==> config.mk <==
export PLATFORM = sky130hd
export DESIGN_NAME = robo_labirinto
export DESIGN_NICKNAME = d
export VERILOG_FILES = /design/src/rtl/robo_labirinto.sv
export SDC_FILE = /design/constraint.sdc
export NUM_CORES = 1
export LEC_CHECK = 0
export CAP_MARGIN = 40
export CORE_MARGIN = 8
export CORE_UTILIZATION = 25
export CTS_CLUSTER_SIZE = 14
export DETAILED_ROUTE_END_ITERATION = 10
export PLACE_DENSITY = 0.42
export SLEW_MARGIN = 20
export SYNTH_ARGS = -nofsm -noshare
export SYNTH_HDL_FRONTEND = slang
export SYNTH_SLANG_ARGS = --single-unit
==> constraint.sdc <==
create_clock -name clock -period 3 [get_ports clock]
set_input_delay 0.6 -clock clock [delete_from_list [all_inputs] [get_ports clock]]
set_output_delay 0.6 -clock clock [all_outputs]
set_load 0.02 [all_outputs]
==> src/rtl/robo_labirinto.sv <==
// ============================================================================
// robo_labirinto : 8x8 maze environment for the wall-following robot.
// Optional step budget: define ROBO_TIMEOUT_EN.   Rev 1.0
// ============================================================================
`default_nettype none

module robo_labirinto #(
  parameter logic [63:0] MAP       = 64'h0,
  parameter logic [2:0]  START_X   = 3'd0,
  parameter logic [2:0]  START_Y   = 3'd0,
  parameter logic [1:0]  START_DIR = 2'd0,
  parameter logic [2:0]  GOAL_X    = 3'd7,
  parameter logic [2:0]  GOAL_Y    = 3'd7,
  parameter int          STEP_W    = 16,
  parameter int          MAX_STEPS = 1000
) (
  input  logic              clock,
  input  logic              reset,
  input  logic              avancar,
  input  logic              girar,
  output logic              head,
  output logic              left,
  output logic [2:0]        pos_x,
  output logic [2:0]        pos_y,
  output logic [1:0]        dir,
  output logic              done,
  output logic              colisao,
  output logic              erro,
  output logic [STEP_W-1:0] passos,
  output logic              timeout
);

  localparam logic [1:0] DIR_N = 2'd0;
  localparam logic [1:0] DIR_E = 2'd1;
  localparam logic [1:0] DIR_S = 2'd2;
  localparam logic [1:0] DIR_W = 2'd3;

  // Neighbour in direction d is blocked if it leaves the grid or is a wall.
  function automatic logic cell_blocked(input logic [2:0] x, input logic [2:0] y,
                                        input logic [1:0] d);
    logic       edge_hit;
    logic [2:0] nx;
    logic [2:0] ny;
    edge_hit = 1'b0;
    nx       = x;
    ny       = y;
    case (d)
      DIR_N: begin edge_hit = (y == 3'd7); ny = y + 3'd1; end
      DIR_E: begin edge_hit = (x == 3'd7); nx = x + 3'd1; end
      DIR_S: begin edge_hit = (y == 3'd0); ny = y - 3'd1; end
      DIR_W: begin edge_hit = (x == 3'd0); nx = x - 3'd1; end
    endcase
    return edge_hit | MAP[{ny, nx}];
  endfunction

  logic [2:0]        next_x;
  logic [2:0]        next_y;
  logic              frozen;
  logic              executed;
  logic [STEP_W-1:0] passos_inc;

  assign head = cell_blocked(pos_x, pos_y, dir);
  assign left = cell_blocked(pos_x, pos_y, dir - 2'd1);
  assign done = (pos_x == GOAL_X) && (pos_y == GOAL_Y);

  assign frozen     = done | timeout;
  assign executed   = !frozen && ((avancar && !girar && !head) || (girar && !avancar));
  assign passos_inc = (&passos) ? passos : passos + STEP_W'(1);

  always_comb begin
    next_x = pos_x;
    next_y = pos_y;
    case (dir)
      DIR_N: next_y = pos_y + 3'd1;
      DIR_E: next_x = pos_x + 3'd1;
      DIR_S: next_y = pos_y - 3'd1;
      DIR_W: next_x = pos_x - 3'd1;
    endcase
  end

  always_ff @(posedge clock) begin
    if (reset) begin
      pos_x   <= START_X;
      pos_y   <= START_Y;
      dir     <= START_DIR;
      colisao <= 1'b0;
      erro    <= 1'b0;
      passos  <= '0;
    end else if (!frozen) begin
      if (avancar && girar) begin
        erro <= 1'b1;
      end else if (avancar) begin
        if (head) begin
          colisao <= 1'b1;
        end else begin
          pos_x <= next_x;
          pos_y <= next_y;
        end
      end else if (girar) begin
        dir <= dir + 2'd1;
      end
      if (executed) passos <= passos_inc;
    end
  end

`ifdef ROBO_TIMEOUT_EN
  localparam logic [STEP_W-1:0] MAX_W = STEP_W'(MAX_STEPS);

  logic timeout_q;

  always_ff @(posedge clock) begin
    if (reset) begin
      timeout_q <= 1'b0;
    end else if (executed && (passos_inc == MAX_W)) begin
      timeout_q <= 1'b1;
    end
  end

  assign timeout = timeout_q;
`else
  logic unused_budget;
  assign unused_budget = (MAX_STEPS != 0);
  assign timeout       = 1'b0;
`endif

endmodule

`default_nettype wire

Yosys cells after proc, flatten, opt, wreduce, memory -nomap -nowiden
Memory sizes are Yosys's and may differ from the RTL's.
Cells that the tools add are included.
{ "word_totals": {"regBits": 26, "rom_bits": 128, "inputBits": 4, "out_inout_bits": 30, "word_cells": 61, "mem_count": 2} }
{ "classes": {"add_sub_neg": 7, "order_cmp": 2, "n_eq_ne": 8, "muxes": 8, "n_bitwise": 7, "n_reduce_logical": 21} }
{ "mem_list": {"columns": ["name", "words", "width", "read_ports", "rd_clocked_by_memory_dff", "write_ports", "line", "source"], "rows": [
  ["(name not given)", 64, 1, 1, 0, 0, "53", "return edge_hit | MAP[{ny, nx}];"],
  ["(name not given)", 64, 1, 1, 0, 0, "53", null]
]} }
{ "ops": {"columns": ["op", "n"], "rows": [
  ["3-bit one-hot mux with 2 select lines", 4],
  ["16-bit by 1-bit adder with 16-bit output, second input constant", 1],
  ["16-bit AND reduction", 1],
  ["6-bit by 7-bit less-than comparator with 1-bit output, second input constant", 2],
  ["4-bit AND reduction", 3],
  ["2-bit equality test, second input constant", 4],
  ["1-bit one-hot mux with 4 select lines", 2],
  ["3-bit by 1-bit adder with 3-bit output, second input constant", 2],
  ["3-bit equality test, second input constant", 2],
  ["1-bit logical AND", 6],
  ["3-bit logical NOT", 2],
  ["3-bit by 1-bit subtractor with 3-bit output, second input constant", 2],
  ["1-bit inverter", 5],
  ["2-bit by 1-bit equality test with 1-bit output, second input constant", 2],
  ["1-bit logical NOT", 4],
  ["2-bit logical NOT", 2],
  ["3-bit AND reduction", 1],
  ["2-bit by 1-bit adder with 2-bit output, second input constant", 1],
  ["1-bit two-way mux", 2],
  ["1-bit bitwise OR", 2],
  ["2-bit AND reduction", 1],
  ["2-bit by 1-bit subtractor with 2-bit output, second input constant", 1],
  ["1-bit logical OR", 1]
]} }

Depth between registers and ports, before layout
Gate-level depths: netlist of run 1.
{ "depth": {"word_depth": 10, "depth_mapped": 10, "mapped_depth_nobuf": 9} }

Worst setup path after synthesis of run 1
Ideal clock, no wire load.
{ "synth_path": {"path_type": "register to register", "start": "register dir[1]", "end": "register passos[6]", "setup_ns": 0.123, "arrival_time_ns": 2.482, "required_time_ns": 2.877, "path_slack_ns": 0.395, "path_stages_with_launch": 9, "n_path_buf": 2, "synth_period_minus_slack_ns": 2.605, "path_cell_list": "dfxtp_1 ha_1 or4b_1 a32oi_2 o21ba_1 buf_6 buf_12 nor3_1 mux2_1"} }
{ "synth_between": {"elab_chain_len": 10, "elab_cells_between_ends": 15, "cone_classes": "eq/ne: 3; mux: 4; bitwise: 1; reduce/logical: 6; memory: 1"} }
{ "synth_rtl": {"columns": ["item", "line", "source"], "rows": [
  ["start: declaration", "25", "output logic [1:0] dir,"],
  ["start signal: assignment", "100", "dir <= dir + 2'd1;"],
  ["2-bit equality test, or another cell as far along", "47", "case (d)"],
  ["3-bit one-hot mux with 2 select lines", "47", null],
  ["memory 64 x 1 bit", null, null],
  ["1-bit two-way mux (not written as such)", "53", null],
  ["1-bit bitwise OR *", "53", null],
  ["named net head", "21", "output logic head,"],
  ["1-bit logical NOT *", "67", "assign executed = !frozen && ((avancar && !girar && !head) || (girar && !avancar));"],
  ["1-bit logical AND *", "67", null],
  ["1-bit logical OR *", "67", null],
  ["1-bit logical AND *", "67", null],
  ["3-bit AND reduction (no line) *", null, null],
  ["end signal: assignment", "102", "if (executed) passos <= passos_inc;"],
  ["end: declaration", "29", "output logic [STEP_W-1:0] passos,"]
]} }
The timed path passes the listed nets; every way through them passes the cells marked *. The select of a mux whose other input is x is not followed.
A chain may end at the register's enable or synchronous reset.

Worst setup path in the final report of run 1
{ "layout_path": {"start": "register pos_x[0]", "end": "output done"} }
{ "layout_between": {"elab_chain_len": 2} }
{ "layout_rtl": {"columns": ["item", "line", "source"], "rows": [
  ["start: declaration", "23", "output logic [2:0] pos_x,"],
  ["start signal: assignment", "96", "pos_x <= next_x;"],
  ["3-bit equality test", "64", "assign done = (pos_x == GOAL_X) && (pos_y == GOAL_Y);"],
  ["1-bit logical AND", "64", null],
  ["end: declaration", "26", "output logic done,"]
]} }
No other way between the ends.

==> run metrics, run 1 <==
Antenna Cells 0; clock buffer depth 2; core footprint approximately 0.0060 mm²; Die H approximately 95 µm; Area after DPL slightly below 0.002 mm²; Tot GR Track Use 0.0966; sequential area share after synthesis 0.334; DR iter-0 viols 41; Initial DRT Pass Iterations 4; num ports 34; crit path launch type flop; die area 0.00901 mm²; Hold Crit Class reg2reg; Least-Margin Pin Slew between 0.6 and 0.7 ns; skew final between 0.002 and 0.0025 ns; initial antenna violation count 0; Routed WL around 4.0 mm; Synth Net Count approximately 200; synth warn 0; status finished clean; R2R Setup Slk 0.43 ns; Tcrit/Tclk final 0.902; RSZ-0062 raised after global routing false; HPWL Detailed 3.11 mm; TNS Setup 0 ns; Slew headroom 0.549; global-route wire length before repair 7.07 mm; CTS root buffer clkbuf_8; post-route DRC violation count 0; synth-to-layout area growth 28.0%; critical path class reg2out; maximum vdd drop 0.207 mV; hold depth 2; crit path capture type output pin; CTS sink cnt 26; Post-synth top cells dfxtp_1 (26), a21oi_1 (16), nor2_1 (16); Clk pwr share 0.319; RD Place Congestion between 0.7 and 0.8; Hold WS ~0.49 ns; Reg clk slew, reported paths approximately 0.1 ns; CP arrival approximately 2.1 ns; wire length per cell 13.9 µm; CTS tree done; H-tree lvl count 1; CTS hold repair buffers 0; Int Pwr 0.534 mW; Netlist cell types about 40; non-filler instance count after layout just under 300; Pleak ~0.65 nW; grt ovf 0; number of global-route vias before repair 1437; synthesized instance count between 150 and 200; area of the multi-input gates roughly 930 µm²; R2R depth 9; f_max roughly 370 MHz; Worst Path Required roughly 2.4 ns; Mapped Area about 0.0016 mm²; sequential share of power 0.499; Slew Limit Fails 0; via/cell ratio about 5; layout cells sized above 1 0.0463; Synth area leaders dfxtp_1 (33%), ha_1 (5.6%), a21oi_1 (5.1%), or4_1 (4.8%), o31ai_1 (4.3%); # rows 28; vias roughly 1400; hold endpoint erro; min cycle time layout approximately 2.7 ns; NetSw 0.207 mW; most common cell in the synthesized netlist dfxtp_1; Final setup viols 0; Setup Fix Bufs, Post-CTS 0; Switching Share 0.280; Post-Layout Inst Area 0.00199 mm²; Critical Path Fanout Max 10; Die Wd ~95 µm; Avg Cell Area, Syn about 8.5 µm²; number of gates resized after CTS 1; Yosys top cell by area dfxtp_1; reg2reg start dir[0]; Fillers 663; Num CTS Buffers 3; Post-synth top flop dfxtp_1; Comb power frac 0.181; Final Hold Vio Count 0; hold path startpoint erro; FF+latch area roughly 520 µm²; reg2reg end passos[5]; Routed Antenna Nets 0; largest net degree at the start of global routing 20; Skew-Pair Late Insertion Delay about 0.27 ns; utilization after layout 0.335; PortBufs 32; Starting Density 0.262; Post-synth EDFFs 0; dpl cells 287; top-area cell type share of the netlist area 0.334; ys async rst share 0; post-synthesis sequential element count 26; Nets 230; PwrDens between 300 and 400 mW/mm²; max-cap viol count 0
layout by cell type (no fill, tap or decap), types with 2 or more instances in the layout:
| cell type | instances |
|---|---|
| or3_1 | 3 |
| a211oi_1 | 3 |
| dfxtp_1 | 26 |
| nand3_1 | 7 |
| buf_4 | 4 |
| a31oi_1 | 2 |
| clkbuf_8 | 4 |
| nor2b_1 | 6 |
| or4b_1 | 3 |
| nor3b_1 | 2 |
| fa_1 | 2 |
| or4_1 | 10 |
| nand4_1 | 5 |
| o21ai_0 | 3 |
| o31ai_1 | 9 |
| nand2_1 | 8 |
| a21oi_1 | 16 |
| mux2_1 | 4 |
| clkdlybuf4s50_1 | 31 |
| and3_1 | 2 |
| o21ai_1 | 2 |
| nor3_1 | 9 |
| nor2_1 | 16 |
| inv_1 | 12 |
| xnor2_1 | 5 |
| ha_1 | 7 |
kinds of logic (layout without fill, tap and decap cells):
| logic type | count (synthesis) | after routing | share of synthesized area |
|---|---|---|---|
| adders and majority gates | 9 | 9 | 0.0819 |
| DFF | 26 | 26 | 0.334 |
| AOI/OAI and AO/OA | 42 | 42 | 0.178 |
| and+or+nand+nor | 77 | 77 | 0.278 |
| muxes | 4 | 4 | 0.0289 |
| buffers and inverters | 19 | 52 | 0.0683 |
| xor gates and xnor gates | 5 | 5 | 0.0281 |
| other | 1 | 1 | 0.00241 |
how the worst max path moves through the flow:
| stage | from | end | depth (start not counted) |
|---|---|---|---|
| floorplan | dir[1] | passos[6] | 8 |
| global placement | dir[0] | head | 5 |
| detailed placement | dir[0] | head | 5 |
| CTS | pos_x[0] | done | 4 |
| global route | pos_x[0] | done | 4 |
| finish | pos_x[0] | done | 4 |
area by class of cell:
cell class	instances	area share
Multi-Input combinational cell	138	0.467
Inverter	12	0.0226
Clock buffer	4	0.0276
Sequential cell	26	0.261
Tap cell	75	0.0471
Timing Repair Buffer	36	0.175
worst max-delay path: stages, from the launching register on:
cell and delay [ns]:
dfxtp_1 0.52, and3_1 0.32, nand2_2 0.19, inv_1 0.17, clkdlybuf4s50_1 0.62
registers in the layout (all words and copies together) (netlist names):
register  count
colisao       1
passos       16
pos_y         3
pos_x         3
erro          1
dir           2
per-stage QoR:
step | total power [mW] | setup WS [ns]
after floorplan | 0.469 | 0.395
after global placement | 0.518 | 0.372
after detailed placement | 0.516 | 0.323
after CTS | 0.755 | 0.257
after global routing | 0.785 | 0.114
final | 0.741 | 0.295
power groups by stage:
stage | sequential (mW) | combinational (mW) | clock [mW]
after floorplan | 0.388 | 0.0816 | 0
after global placement | 0.379 | 0.139 | 0
after detailed placement | 0.379 | 0.138 | 0
after CTS | 0.371 | 0.136 | 0.247
final | 0.370 | 0.135 | 0.237
after global routing | 0.374 | 0.149 | 0.262
layer usage:
metal | track usage | part of all wire | vias to the layer above
met1 | 0.124 | 0.49 | 651
met3 | 0.0198 | 0.047 | 4
met5 | 0 | 0 | -
met2 | 0.156 | 0.45 | 21
met4 | 0.0351 | 0.015 | 0
li1 | - | - | 742
Power figures use the tool's default switching activity.
==> run 2, diff against run 1 <==
--- a/config.mk
+++ b/config.mk
@@ -6,7 +6,7 @@
 export NUM_CORES = 1
 export LEC_CHECK = 0
 export CAP_MARGIN = 40
-export CORE_MARGIN = 8
+export CORE_MARGIN = 5
 export CORE_UTILIZATION = 25
 export CTS_CLUSTER_SIZE = 14
 export DETAILED_ROUTE_END_ITERATION = 10
==> run metrics, run 2 (synthesis results as in run 1) <==
maximum vdd drop approximately 0.15 mV; Hold Crit Class reg2reg; initial antenna violation count 0; Pleak 0.663 nW; Initial DRT Pass Iterations 4; biggest regs passos (16), pos_x (3), pos_y (3); # rows 28; hold path startpoint erro; register with the most flip-flops passos; PortBufs 32; H-tree lvl count 1; CP max stage delay 0.55 ns; TNS Setup 0 ns; Die Wd ~89 µm; Antenna Cells 0; CTS sink cnt 26; commonest non-fill, non-tap cells in the layout clkdlybuf4s50_1 (31), dfxtp_1 (26), a21oi_1 (16), nor2_1 (16), inv_1 (12); global-route wire length before repair 6.84 mm; Slowest cell on crit path clkdlybuf4s50_1; FF+latch area between 500 and 600 µm²; CTS root buffer clkbuf_8; Die H between 80 and 90 µm; Routed WL ~4 mm; grt ovf 0; Crit path buffers/inverters 2; Final setup viols 0; RSZ-0062 raised after global routing false; Fillers a little over 600; RD Place Congestion ~0.74; num ports 34; PwrDens approximately 370 mW/mm²; Final Hold Vio Count 0; largest net degree at the start of global routing 22; Reg clk slew, reported paths roughly 0.09 ns; reg2reg end passos[3]; Tcrit/Tclk final 0.898; CP arrival around 2.1 ns; number of global-route vias before repair roughly 1400; Least-Margin Pin Slew about 0.76 ns; Worst Path Required 2.40 ns; CTS tree done; R2R depth 9; reg2reg start dir[0]; R2R Setup Slk 0.35 ns; via/cell ratio a little under 5; post-route DRC violation count 0; critical path class reg2out; most common cell after layout, fill and taps aside clkdlybuf4s50_1; CP delay by family, top buffers and inverters; status finished clean; crit path launch type flop; max-cap viol count 0; hold depth 2; core footprint roughly 0.006 mm²; area of the multi-input gates just over 900 µm²; Starting Density 0.260; DR iter-0 viols 47; Final Power around 0.73 mW; Skew-Pair Late Insertion Delay 0.27 ns; Num CTS Buffers 3; clock buffer depth 2; Critical Path Fanout Max 6; f_max between 300 and 400 MHz; Slew headroom 0.489; hold endpoint erro; critical-path cell list inv_1 -> ha_1 -> a22o_1 -> a211oi_1 -> a21oi_1 -> clkdlybuf4s50_1; layout cells sized above 1 0.0463; Setup Fix Bufs, Post-CTS 0; skew final around 0.0047 ns; Nets 230; Tot GR Track Use 0.109; wire length per cell 13.7 µm; crit path capture type output pin; synth-to-layout area growth 28.3%; die area slightly below 0.008 mm²; min cycle time layout around 2.7 ns; Routed Antenna Nets 0; Slew Limit Fails 0; HPWL Detailed about 3 mm; CTS hold repair buffers 0; vias ~1400; flip-flop count of the largest register after layout 16
run 2: cell types whose count changed in the layout (fill, tap and decap cells not counted):
cell	before	now
dlymetal6s2s_1	0	1
dlygate4sd2_1	1	0
run 2: worst max-delay path by stage:
stage / startpoint / end / slack [ns] / depth (start not counted)
after floorplan: dir[1] / passos[6] / 0.39 / 8
after global placement: dir[1] / head / 0.35 / 4
after global routing: dir[0] / passos[3] / 0.14 / 9
final: dir[1] / left / 0.30 / 6
after detailed placement: dir[0] / head / 0.33 / 5
after CTS: dir[0] / head / 0.0007 / 5
run 2: per-layer routing:
metal,routed length [µm],vias up,GRT usage
met5,0,-,0
met4,52,0,0.0325
met3,183,2,0.0276
met2,1720,31,0.163
met1,2040,646,0.156
li1,-,741,-
run 2: layout make-up:
type / count / share of cell area
clock buffers: 4 / 0.0276
repair buffers: 36 / 0.177
flip-flops and latches: 26 / 0.260
well taps: 75 / 0.0470
inverters: 12 / 0.0225
multi-input cells: 138 / 0.466
run 2: report_power, final:
| part | internal [mW] | switching [mW] | total (mW) |
|---|---|---|---|
| sequential | 0.355 | 0.0151 | 0.370 |
| combinational | 0.0617 | 0.0738 | 0.136 |
| clock | 0.117 | 0.107 | 0.224 |
| total | 0.534 | 0.196 | 0.730 |
run 2: tightest hold or removal path, cell delays in order, from the launching register on:
cell and delay [ns]:
dfxtp_1 0.34, a31oi_1 0.04, nor2_1 0.08
run 2: what timing repair did:
action	4_1_cts	5_1_grt
endpoints found under the setup margin	0	1
hold endpoints to repair	0	0
gates resized for setup	0	1
run 2: through the flow:
stage | utilization | cells | cell area, µm² | worst slack (ns) | hold WS (ns)
finish | 0.334 | 291 | 2000 | 0.305 | 0.496
global route | 0.334 | 291 | 2000 | 0.144 | 0.534
floorplan | - | 183 | 1560 | 0.395 | 0.560
global placement | 0.324 | 287 | 1940 | 0.354 | 0.473
CTS | 0.333 | 291 | 2000 | 0.000705 | 0.501
detailed placement | 0.324 | 287 | 1940 | 0.326 | 0.461
==> run 3, diff against run 2 <==
--- a/config.mk
+++ b/config.mk
@@ -5,12 +5,12 @@
 export SDC_FILE = /design/constraint.sdc
 export NUM_CORES = 1
 export LEC_CHECK = 0
+export ABC_AREA = 1
 export CAP_MARGIN = 40
 export CORE_MARGIN = 5
 export CORE_UTILIZATION = 25
 export CTS_CLUSTER_SIZE = 14
 export DETAILED_ROUTE_END_ITERATION = 10
-export PLACE_DENSITY = 0.42
 export SLEW_MARGIN = 20
 export SYNTH_ARGS = -nofsm -noshare
 export SYNTH_HDL_FRONTEND = slang
==> run metrics, run 3 <==
status finished clean; Num CTS Buffers 3; area of the multi-input gates between 0.001 and 0.0015 mm²; most common cell in the synthesized netlist nand2_1; Die H around 94 µm; Skew-Pair Late Insertion Delay 0.27 ns; Routed WL a little over 4 mm; num ports 34; Synth Net Count about 260; Post-synth top flop dfxtp_1; number of gates resized after CTS 0; R2R Setup Slk 1.07 ns; synth warn 0; number of global-route vias before repair approximately 1400; # rows 30; global-route wire length before repair about 6.7 mm; HPWL Detailed 3.06 mm; largest net degree at the start of global routing 19; PortBufs 32; R2R depth 10; reg2reg end passos[6]; crit path launch type flop; max-cap viol count 0; synth-to-layout area growth 26.0%; register with the most flip-flops passos; critical path class reg2out; hold path startpoint colisao; CTS sink cnt 26; post-route DRC violation count 0; post-synthesis sequential element count 26; Antenna Cells 0; XOR/XNOR Fraction of Synth Area 0.0600; Post-synth EDFFs 0; wire length per cell between 10 and 15 µm; Post-Layout Inst Area about 0.0022 mm²; Routed Antenna Nets 0; vias between 1500 and 2000; DR WL met2 between 1.5 and 2 mm; Initial DRT Pass Iterations 4; Post-Synth Simple-Gate Area 0.359; Critical Path Fanout Max 7; synthesized instance count roughly 240; Fillers about 730; min cycle time layout roughly 2.7 ns; Final Power roughly 0.74 mW; via/cell ratio around 4.3; reg2reg start dir[0]; biggest regs passos (16), pos_x (3), pos_y (3); core footprint 0.00679 mm²; flip-flop count of the largest register after layout 16; largest family of logic cells by synthesized area simple AND/OR/NAND/NOR gates; dpl cells around 370; f_max about 370 MHz; DP Worst Slack about 0.55 ns; grt ovf 0; CTS tree done; RSZ-0062 raised after global routing false; Worst Path Required between 2 and 2.5 ns; Post-synth top cells nand2_1 (53), nand3_1 (31), dfxtp_1 (26); hold endpoint colisao; complex-gate fraction of the synthesized area 0.123; min setup slack post-route approximately 0.28 ns; H-tree lvl count 1; Hold WS 0.478 ns; RD Place Congestion roughly 0.88; clock buffer depth 2; DR iter-0 viols 80; Netlist cell types 34; non-filler instance count after layout approximately 370; sequential area share after synthesis 0.297; utilization after layout 0.325; top-area cell type share of the netlist area 0.297; Reg clk slew, reported paths about 0.090 ns; layout cells sized above 1 0.125; hold depth 1; adder-cell share of the synthesized area 0.0729; Avg Cell Area, Syn slightly above 7 µm²; initial antenna violation count 0; Final setup viols 0; die area about 0.009 mm²; FF+latch area around 520 µm²; Tcrit/Tclk final 0.906; routed length on met1 just over 2 mm; ys async rst share 0; Yosys top cell by area dfxtp_1; crit path capture type output pin; multiplexer share of the synthesized area 0; Nets about 290; Tot GR Track Use 0.0939; Die Wd approximately 94 µm; CTS hold repair buffers 0; Starting Density 0.258; Slew Limit Fails 0; CTS root buffer clkbuf_8; CP arrival ~2.1 ns; PwrDens ~330 mW/mm²; top sig layer met4; most common cell after layout, fill and taps aside nand2_1; skew final 0.00537 ns; maximum vdd drop 0.185 mV; Hold Crit Class reg2reg; Synth area leaders dfxtp_1 (30%), nand2_1 (11%), nand3_1 (8.9%), a21oi_2 (5.0%), ha_1 (5.0%); TNS Setup 0 ns; Mapped Area approximately 0.0018 mm²; Area after DPL 0.00215 mm²; commonest non-fill, non-tap cells in the layout nand2_1 (53), clkdlybuf4s50_1 (32), nand3_1 (31), dfxtp_1 (26), nor2_1 (21); Setup Fix Bufs, Post-CTS 0; Final Hold Vio Count 0; routed wl met3 roughly 180 µm; Pleak 0.790 nW
[run 3: cell count changes in the layout (fill, tap and decap cells not counted), moves of 5 or more]
cell and change:
nand2_1 +45, o21ai_0 +5, a21oi_2 +10, nand3_1 +24, or4_1 -10, nor2b_1 -6, xor2_1 +8, nor2_1 +5
o31ai_1 -9, inv_1 +6, inv_2 +7
[run 3: cells by family (layout without fill, tap and decap cells)]
logic type | after synthesis | in the layout
flops | 26 | 26
fa+ha+maj | 9 | 9
simple gates | 127 | 127
other cells | 1 | 1
compound gates | 34 | 34
buf+inv | 33 | 64
xor+xnor | 12 | 12
[run 3: layer usage]
metal  up-vias  GRT usage
li1        846          -
met1       715      0.130
met2        28      0.140
met3         2     0.0232
met4         0     0.0349
met5         -          0
[run 3: critical path, cell delays in order (launching register included)]
cell             delay, ns
dfxtp_1               0.44
inv_1                 0.11
ha_1                  0.27
nand3_1               0.12
nand2_1               0.07
o21ai_2               0.23
inv_1                 0.06
clkdlybuf4s50_1       0.54
[run 3: layout make-up]
type                       instances  share of cell area
multi-input combinational        183               0.489
sequential                        26               0.236
timing repair buffer              33               0.149
tap                               96              0.0544
inverter                          27              0.0471
clock buffer                       4              0.0249
[run 3: power breakdown]
| part | leakage [nW] | internal, mW | switching [mW] |
|---|---|---|---|
| Combinational | 0.550 | 0.0518 | 0.0816 |
| Sequential | 0.211 | 0.355 | 0.0118 |
| Clock | 0.0288 | 0.118 | 0.120 |
| Total | 0.790 | 0.524 | 0.213 |
[run 3: how the worst max path moves through the flow]
stage	start	endpoint	slack, ns	depth (start not counted)
finish	dir[0]	head	0.28	7
global route	dir[0]	head	0.1	7
CTS	dir[0]	head	0.23	7
detailed placement	dir[0]	head	0.55	7
global placement	dir[0]	head	0.62	7
floorplan	dir[0]	head	0.99	6
